File: src/rtl/alu_result_buffer_if.sv
// Handshake bundle between the ALU cluster, the result buffer and its consumer.
// slave = the buffer itself; master = the producer/consumer side.
interface alu_result_buffer_if #(
   parameter int WIDTH = 16,
   parameter int CNT_W = 8
);
   logic [WIDTH-1:0] i_result;
   logic             i_z;
   logic             i_v;
   logic             i_n;
   logic             i_cmp;
   logic [2:0]       i_alufn;
   logic             i_valid;
   logic             o_ready;
   logic [WIDTH-1:0] o_result;
   logic [3:0]       o_flags;
   logic [2:0]       o_alufn;
   logic             o_valid;
   logic             i_ready;
   logic             i_clr;
   logic             o_sticky_v;
   logic [CNT_W-1:0] o_cmp_count;

   modport slave (
      input  i_result, i_z, i_v, i_n, i_cmp, i_alufn, i_valid, i_ready, i_clr,
      output o_ready, o_result, o_flags, o_alufn, o_valid, o_sticky_v, o_cmp_count
   );

   modport master (
      output i_result, i_z, i_v, i_n, i_cmp, i_alufn, i_valid, i_ready, i_clr,
      input  o_ready, o_result, o_flags, o_alufn, o_valid, o_sticky_v, o_cmp_count
   );
endinterface

File: src/rtl/alu_result_buffer.sv
// Two-entry registered FIFO behind the adder/zvn/compare cluster, plus a sticky
// overflow flag and a saturating true-compare counter for debug readout.
module alu_result_buffer #(
   parameter int WIDTH = 16,
   parameter int CNT_W = 8
) (
   input logic               clk,
   input logic               rst,
   alu_result_buffer_if.slave bus
);
   // Entry layout: {result, cmp, z, v, n, alufn}
   localparam int ENTRY_W = WIDTH + 7;
   localparam logic [CNT_W-1:0] CNT_MAX = {CNT_W{1'b1}};

   logic [1:0]       count_reg;
   logic [1:0]       count_next;
   logic             wr_ptr_reg;
   logic             rd_ptr_reg;
   logic             sticky_v_reg;
   logic             sticky_v_next;
   logic [CNT_W-1:0] cmp_count_reg;
   logic [CNT_W-1:0] cmp_count_next;

   logic               full;
   logic               empty;
   logic               push;
   logic               pop;
   logic               cmp_inc;
   logic [ENTRY_W-1:0] wr_entry;
   logic [ENTRY_W-1:0] head_entry;

   // o_ready depends only on registered occupancy, never on i_ready.
   assign full    = (count_reg == 2'd2);
   assign empty   = (count_reg == 2'd0);
   assign push    = bus.i_valid & ~full;
   assign pop     = ~empty & bus.i_ready;
   assign cmp_inc = push & bus.i_alufn[0] & bus.i_cmp;

   assign wr_entry = {bus.i_result, bus.i_cmp, bus.i_z, bus.i_v, bus.i_n, bus.i_alufn};

   genvar gi;
   generate
      for (gi = 0; gi < 2; gi++) begin : gen_entry
         logic [ENTRY_W-1:0] entry_reg;

         always_ff @(posedge clk or posedge rst) begin
            if (rst) begin
               entry_reg <= '0;
            end else if (push && (wr_ptr_reg == gi[0])) begin
               entry_reg <= wr_entry;
            end
         end
      end
   endgenerate

   assign head_entry = rd_ptr_reg ? gen_entry[1].entry_reg : gen_entry[0].entry_reg;

   always_comb begin
      count_next = count_reg;
      case ({push, pop})
         2'b10:   count_next = count_reg + 2'd1;
         2'b01:   count_next = count_reg - 2'd1;
         default: count_next = count_reg;
      endcase
   end

   // A setting push beats a same-cycle clear for both debug registers.
   always_comb begin
      sticky_v_next = sticky_v_reg;
      if (bus.i_clr) begin
         sticky_v_next = 1'b0;
      end
      if (push && bus.i_v) begin
         sticky_v_next = 1'b1;
      end
   end

   always_comb begin
      cmp_count_next = cmp_count_reg;
      if (bus.i_clr) begin
         cmp_count_next = cmp_inc ? {{(CNT_W-1){1'b0}}, 1'b1} : '0;
      end else if (cmp_inc && (cmp_count_reg != CNT_MAX)) begin
         cmp_count_next = cmp_count_reg + {{(CNT_W-1){1'b0}}, 1'b1};
      end
   end

   always_ff @(posedge clk or posedge rst) begin
      if (rst) begin
         count_reg     <= 2'd0;
         wr_ptr_reg    <= 1'b0;
         rd_ptr_reg    <= 1'b0;
         sticky_v_reg  <= 1'b0;
         cmp_count_reg <= '0;
      end else begin
         count_reg     <= count_next;
         sticky_v_reg  <= sticky_v_next;
         cmp_count_reg <= cmp_count_next;
         if (push) begin
            wr_ptr_reg <= ~wr_ptr_reg;
         end
         if (pop) begin
            rd_ptr_reg <= ~rd_ptr_reg;
         end
      end
   end

   assign bus.o_ready     = ~full;
   assign bus.o_valid     = ~empty;
   assign bus.o_result    = head_entry[ENTRY_W-1 -: WIDTH];
   assign bus.o_flags     = head_entry[6:3];
   assign bus.o_alufn     = head_entry[2:0];
   assign bus.o_sticky_v  = sticky_v_reg;
   assign bus.o_cmp_count = cmp_count_reg;
endmodule
File: src/flat_wrapper.sv
// flat-port wrapper written by rule: the top's interface ports become plain ports
module alu_result_buffer_flat 
#(
   parameter int WIDTH = 16,
   parameter int CNT_W = 8
)
  (clk, rst, bus_i_result, bus_i_z, bus_i_v, bus_i_n, bus_i_cmp, bus_i_alufn, bus_i_valid, bus_i_ready, bus_i_clr, bus_o_ready, bus_o_result, bus_o_flags, bus_o_alufn, bus_o_valid, bus_o_sticky_v, bus_o_cmp_count);
  alu_result_buffer_if #(.WIDTH(WIDTH), .CNT_W(CNT_W)) bus_i ();
  input logic clk;
  input logic rst;
  input wire logic [$bits(bus_i.i_result)-1:0] bus_i_result;
  input wire logic [$bits(bus_i.i_z)-1:0] bus_i_z;
  input wire logic [$bits(bus_i.i_v)-1:0] bus_i_v;
  input wire logic [$bits(bus_i.i_n)-1:0] bus_i_n;
  input wire logic [$bits(bus_i.i_cmp)-1:0] bus_i_cmp;
  input wire logic [$bits(bus_i.i_alufn)-1:0] bus_i_alufn;
  input wire logic [$bits(bus_i.i_valid)-1:0] bus_i_valid;
  input wire logic [$bits(bus_i.i_ready)-1:0] bus_i_ready;
  input wire logic [$bits(bus_i.i_clr)-1:0] bus_i_clr;
  output wire logic [$bits(bus_i.o_ready)-1:0] bus_o_ready;
  output wire logic [$bits(bus_i.o_result)-1:0] bus_o_result;
  output wire logic [$bits(bus_i.o_flags)-1:0] bus_o_flags;
  output wire logic [$bits(bus_i.o_alufn)-1:0] bus_o_alufn;
  output wire logic [$bits(bus_i.o_valid)-1:0] bus_o_valid;
  output wire logic [$bits(bus_i.o_sticky_v)-1:0] bus_o_sticky_v;
  output wire logic [$bits(bus_i.o_cmp_count)-1:0] bus_o_cmp_count;
  assign bus_i.i_result = bus_i_result;
  assign bus_i.i_z = bus_i_z;
  assign bus_i.i_v = bus_i_v;
  assign bus_i.i_n = bus_i_n;
  assign bus_i.i_cmp = bus_i_cmp;
  assign bus_i.i_alufn = bus_i_alufn;
  assign bus_i.i_valid = bus_i_valid;
  assign bus_i.i_ready = bus_i_ready;
  assign bus_i.i_clr = bus_i_clr;
  assign bus_o_ready = bus_i.o_ready;
  assign bus_o_result = bus_i.o_result;
  assign bus_o_flags = bus_i.o_flags;
  assign bus_o_alufn = bus_i.o_alufn;
  assign bus_o_valid = bus_i.o_valid;
  assign bus_o_sticky_v = bus_i.o_sticky_v;
  assign bus_o_cmp_count = bus_i.o_cmp_count;
  alu_result_buffer #(.WIDTH(WIDTH), .CNT_W(CNT_W)) u_core (.clk(clk), .rst(rst), .bus(bus_i));
endmodule
File: config.mk
export PLATFORM = sky130hd
export DESIGN_NAME = alu_result_buffer_flat
export DESIGN_NICKNAME = d
export VERILOG_FILES = /design/src/rtl/alu_result_buffer_if.sv /design/src/rtl/alu_result_buffer.sv /design/src/flat_wrapper.sv
export SDC_FILE = /design/constraint.sdc
export NUM_CORES = 1
export LEC_CHECK = 0
export BUFFER_PORTS_ARGS = -buffer_cell sky130_fd_sc_hd__clkbuf_2
export CAP_MARGIN = 20
export CORE_AREA = 2 2 61 87
export DETAILED_ROUTE_END_ITERATION = 10
export DIE_AREA = 0 0 63 89
export GPL_TIMING_DRIVEN = 0
export PLACE_DENSITY = 0.82
export SYNTH_ARGS = -nofsm -noshare
export SYNTH_HDL_FRONTEND = slang
export SYNTH_SLANG_ARGS = --single-unit
File: constraint.sdc
create_clock -name clk -period 3.3 [get_ports clk]
set_input_delay 0.33 -clock clk [delete_from_list [all_inputs] [get_ports clk]]
set_output_delay 0.33 -clock clk [all_outputs]
set_load 0.02 [all_outputs]
-- Word level (Yosys, flattened, before mapping)
Cells that the tools add are included.
- add/sub/neg operators: 3
- multiply operators: 0
- divide/modulo/power cells: 0
- $lt $le $gt $ge: 0
- equal/unequal tests: 4
- shift-type cells: 0
- mux-type cells: 7
- bitwise logic cells: 8
- reduce and logical (&&, ||, !) cells: 8
- operator list (kind ; number):
    two-way mux 23 bit ; 1
    two-way mux 8 bit ; 2
    adder 8 x 1 -> 8 bit, second input constant ; 1
    != test 8 bit, second input constant ; 1
    nonzero test 2 bit ; 3
    bitwise AND 1 bit ; 4
    equality test 2 bit, second input constant ; 2
    logical AND 1 bit ; 4
    NOT 1 bit ; 4
    case mux 2 bit (2 select lines) ; 1
    two-way mux 1 bit ; 3
    adder 2 x 1 -> 2 bit, second input constant ; 1
    equality test 2 x 1 -> 1 bit, second input constant ; 1
    zero test 2 bit ; 1
    subtractor 2 x 1 -> 2 bit, second input constant ; 1
- bits in registers: 59
- latch bits: 0
- RAM bits: 0
- ROM bits: 0
- input port bits: 28
- output and inout port bits: 34
- logic and storage cells: 37
- memories kept: 0

-- Depth between registers and ports, before layout
- depth in word-level cells: 8
- gate-level depth with buffers: 6
- gate-level depth less buffers: 6

-- Worst setup path before layout
Ideal clock, no wire load.
- path type: reg2out
- from: register u_core.rd_ptr_reg
- to: output port bus_o_result[10]
- arrival: 1.304 ns
- required time: 2.970 ns
- slack: 1.666 ns
- cell stages (with the launch flop): 4
- buffers on the path: 2
- cell sequence: dfrtp_1 -> clkbuf_1 -> clkbuf_1 -> mux2_2
- longest elaborated chain between the ends: 1
- RTL lines (item ; line ; source):
    start: declaration ; alu_result_buffer.sv:18 ; logic rd_ptr_reg;
    start signal: assignment ; alu_result_buffer.sv:102 ; rd_ptr_reg <= ~rd_ptr_reg;
    two-way mux 23 bit ; alu_result_buffer.sv:56 ; assign head_entry = rd_ptr_reg ? gen_entry[1].entry_reg : gen_entry[0].entry_reg;
    end: declaration ; flat_wrapper.sv:21 ; output wire logic [$bits(bus_i.o_result)-1:0] bus_o_result;
No other way between the ends.

-- Worst setup path after layout
- from: register u_core.rd_ptr_reg
- to: output port bus_o_result[3]
The elaborated chain is that of the path after synthesis.

==> metrics.txt <==
Pre-Repair DR Iteration Count=4; register area share after synthesis=55.2%; core area=0.00477 mm^2; largest family of logic cells by synthesized area=multiplexers; top post-synthesis cells by area=dfrtp_1 55%, mux2_2 29%, o311ai_0 0.98%; CTS tree=done; Initial Util=56.1%; CP max FO=10; largest net degree at the start of global routing=35; Worst EP arrival=2.00 ns; CP Launch Type=register; Post CTS Setup Buffer Count=0; placed cells=317; Clock Power Share=16.5%; hpwl dp=3790 um; Psw=1.18 mW; Storage cell area=0.00148 mm^2; sw frac=36.1%; Multi-input gate area=0.00113 mm^2; number of max-cap violations=0; initial antenna violation count=0; Worst R2R Path Depth=5; combinational power share=46.1%; first-pass GRT wire length=8420 um; setup violators final=0; die area=0.00561 mm^2; EDFF count, synth=0; fillers=373; I/O pin cnt=62; Clk pin slew, worst setup/hold paths=0.06 ns; layout cell share with drive strength beyond 1=57.8%; yosys warns=0; Compound-Gate Fraction of Synth Area=4.68%; post-synthesis mux area share=29.1%; Final nets=294; FF+latch count, synth=59; post-DR wirelength/cell=15.2 um; Post-Route Setup TNS=0 ns; area grow syn2layout=21.0%; RSZ-0062 raised after global routing=false; DRT iter0 DRCs=81; Synth Flop Type=dfrtp_1; max-slew violations=0; Post-synth ARST share=100%; antenna-violating nets left=0; Worst slew margin=58.9%; min Tclk post-route=2.33 ns; # diodes=0; synthesized area per cell=13.9 um^2; vias in the first global route=1797; Adder-Cell Fraction of Synth Area=0.936%; Unique masters post-synth=35; Die X=63 um; Layout Skew=0.00320 ns; htree depth=3; worst-case vdd ir drop=0.000657 V; syn_nets=222; vias per cell=5.41; required time worst endpoint=2.97 ns; total power=3.26 mW; CP peak stage delay=0.52 ns; max FFs per register=46; Pint=2.08 mW; Post-Synth Simple-Gate Area=5.99%; RR Startpoint=u_core.count_reg[1]; CP dominant cell by count=clkbuf_1; CTS sink cnt=59; worst skew pair latency=0.32 ns; Slew @ Worst Pin=0.617 ns; Die H=89 um; # DRC=0; kind of end point of the critical path=primary output; top cell type's share of synthesized area=55.2%; Finished Layout Cells=332; Final Hold Fails=0; port bufs=60; Critical-path top delay cell=clkbuf_1; worst path cell trace=clkbuf_1, clkbuf_1, mux2_2, clkbuf_2; final worst path period share=70.7%; WL final=5050 um; CTS Buf Count=9; number of cell rows=30; critical setup path kind=reg2out; leakage=1.45 nW; Resized Gates After CTS=0; Critical R2R Capture=u_core.count_reg[1]; Hold Buf Count CTS=0; Global Route Usage Sum=19.9%; post-synth top area cell=dfrtp_1; run status=finished, final reports clean; xor/xnor cell area share of the yosys netlist=1.64%; global placer's final weighted congestion=0.750; Hold WC Path Type=in2async; Synth Instances=192; CTS Root Cell=clkbuf_8; r2r setup slk=1.62 ns; Max clock buf depth=2; Max Clock Freq=429 MHz; Power Density=1010 mW/mm^2; vias=1796; Flop pwr share=37.4%; GRT overflow=0; Cell Area, Synth=0.00267 mm^2
[metal layers]
metal  share of wire (%)  GRT usage, %  routed length, um
met5                   0             0                  0
met4                 1.7          11.3                 86
met3                 5.2          4.03                264
met2                  52          33.9               2620
met1                  41          23.8               2070
[kinds of logic (layout without fill, tap and decap cells)]
logic type | after synthesis | in the layout
DFF | 59 | 59
and+or+nand+nor | 26 | 26
AOI/OAI and AO/OA | 17 | 17
buffers and inverters | 14 | 90
xor gates and xnor gates | 5 | 5
adders and majority gates | 2 | 2
muxes | 69 | 69
[worst max path at each step]
stage	slack, ns	cells past startpoint	endpoint	from
after detailed placement	1.29	4	bus_o_result[8]	u_core.rd_ptr_reg
after global routing	0.85	4	bus_o_result[10]	u_core.rd_ptr_reg
after CTS	0.91	4	bus_o_result[8]	u_core.rd_ptr_reg
final	0.97	4	bus_o_result[3]	u_core.rd_ptr_reg
after floorplan	1.51	1	u_core.bus.o_cmp_count[0]	rst
after global placement	0.85	2	u_core.bus.o_cmp_count[2]	rst
[layout by cell type (no fill, tap or decap), types with 2 or more instances in the layout]
cell type,synthesis,layout
a21oi_1,4,4
xor2_1,2,2
xnor2_1,3,3
nand2_1,5,5
clkbuf_2,0,60
buf_4,2,2
clkinv_2,0,3
clkbuf_1,4,6
inv_1,4,3
nor2_1,3,3
clkbuf_8,0,10
o41ai_1,2,2
nor4_1,2,2
mux2_2,69,69
o311ai_0,3,3
dfrtp_1,59,59
nand3_1,4,4
ha_1,2,2
buf_2,4,4
nand4_1,2,2
[metrics by stage]
step                cell area [um^2]  hold WS, ns  setup slack [ns]  utilization (%)
floorplan                       2670        0.474              1.51                -
global placement                3050        0.481             0.850             64.0
detailed placement              3070        0.395              1.29             64.5
CTS                             3230       0.0429             0.913             67.8
global route                    3230       0.0826             0.846             67.8
finish                          3230       0.0311             0.967             67.8
[worst max-delay path: cells and delay by family, from the launching register on]
| kind | cells | cell delay [ns] |
|---|---|---|
| multiplexers | 1 | 0.41 |
| buffers and inverters | 3 | 0.95 |
| flip-flops | 1 | 0.32 |
[final cells by class]
cell class / instances / area share [%]
inverter: 4 / 0.464
tap: 64 / 2.48
multi-input combinational: 119 / 35.0
buffer: 10 / 1.55
timing repair buffer: 61 / 9.91
sequential: 59 / 45.7
clock buffer: 12 / 4.49
clock inverter: 3 / 0.464
[power by group through the flow]
stage	sequential [mW]	clock [mW]	combinational (mW)
2_1_floorplan	1.18	0	1.14
3_3_place_gp	1.21	0	1.49
3_5_place_dp	1.23	0	1.52
4_1_cts	1.22	0.552	1.53
5_1_grt	1.26	0.590	1.61
6_report	1.22	0.537	1.50
[Yosys cell counts, types with 2 or more instances]
library cell	instances
buf_4	2
dfrtp_1	59
nor4_1	2
ha_1	2
o311ai_0	3
clkbuf_1	4
mux2_2	69
xnor2_1	3
inv_1	4
nand2_1	5
buf_2	4
nand3_1	4
o41ai_1	2
xor2_1	2
nand4_1	2
nor2_1	3
a21oi_1	4
No activity file was read; power rests on OpenSTA's default activity.
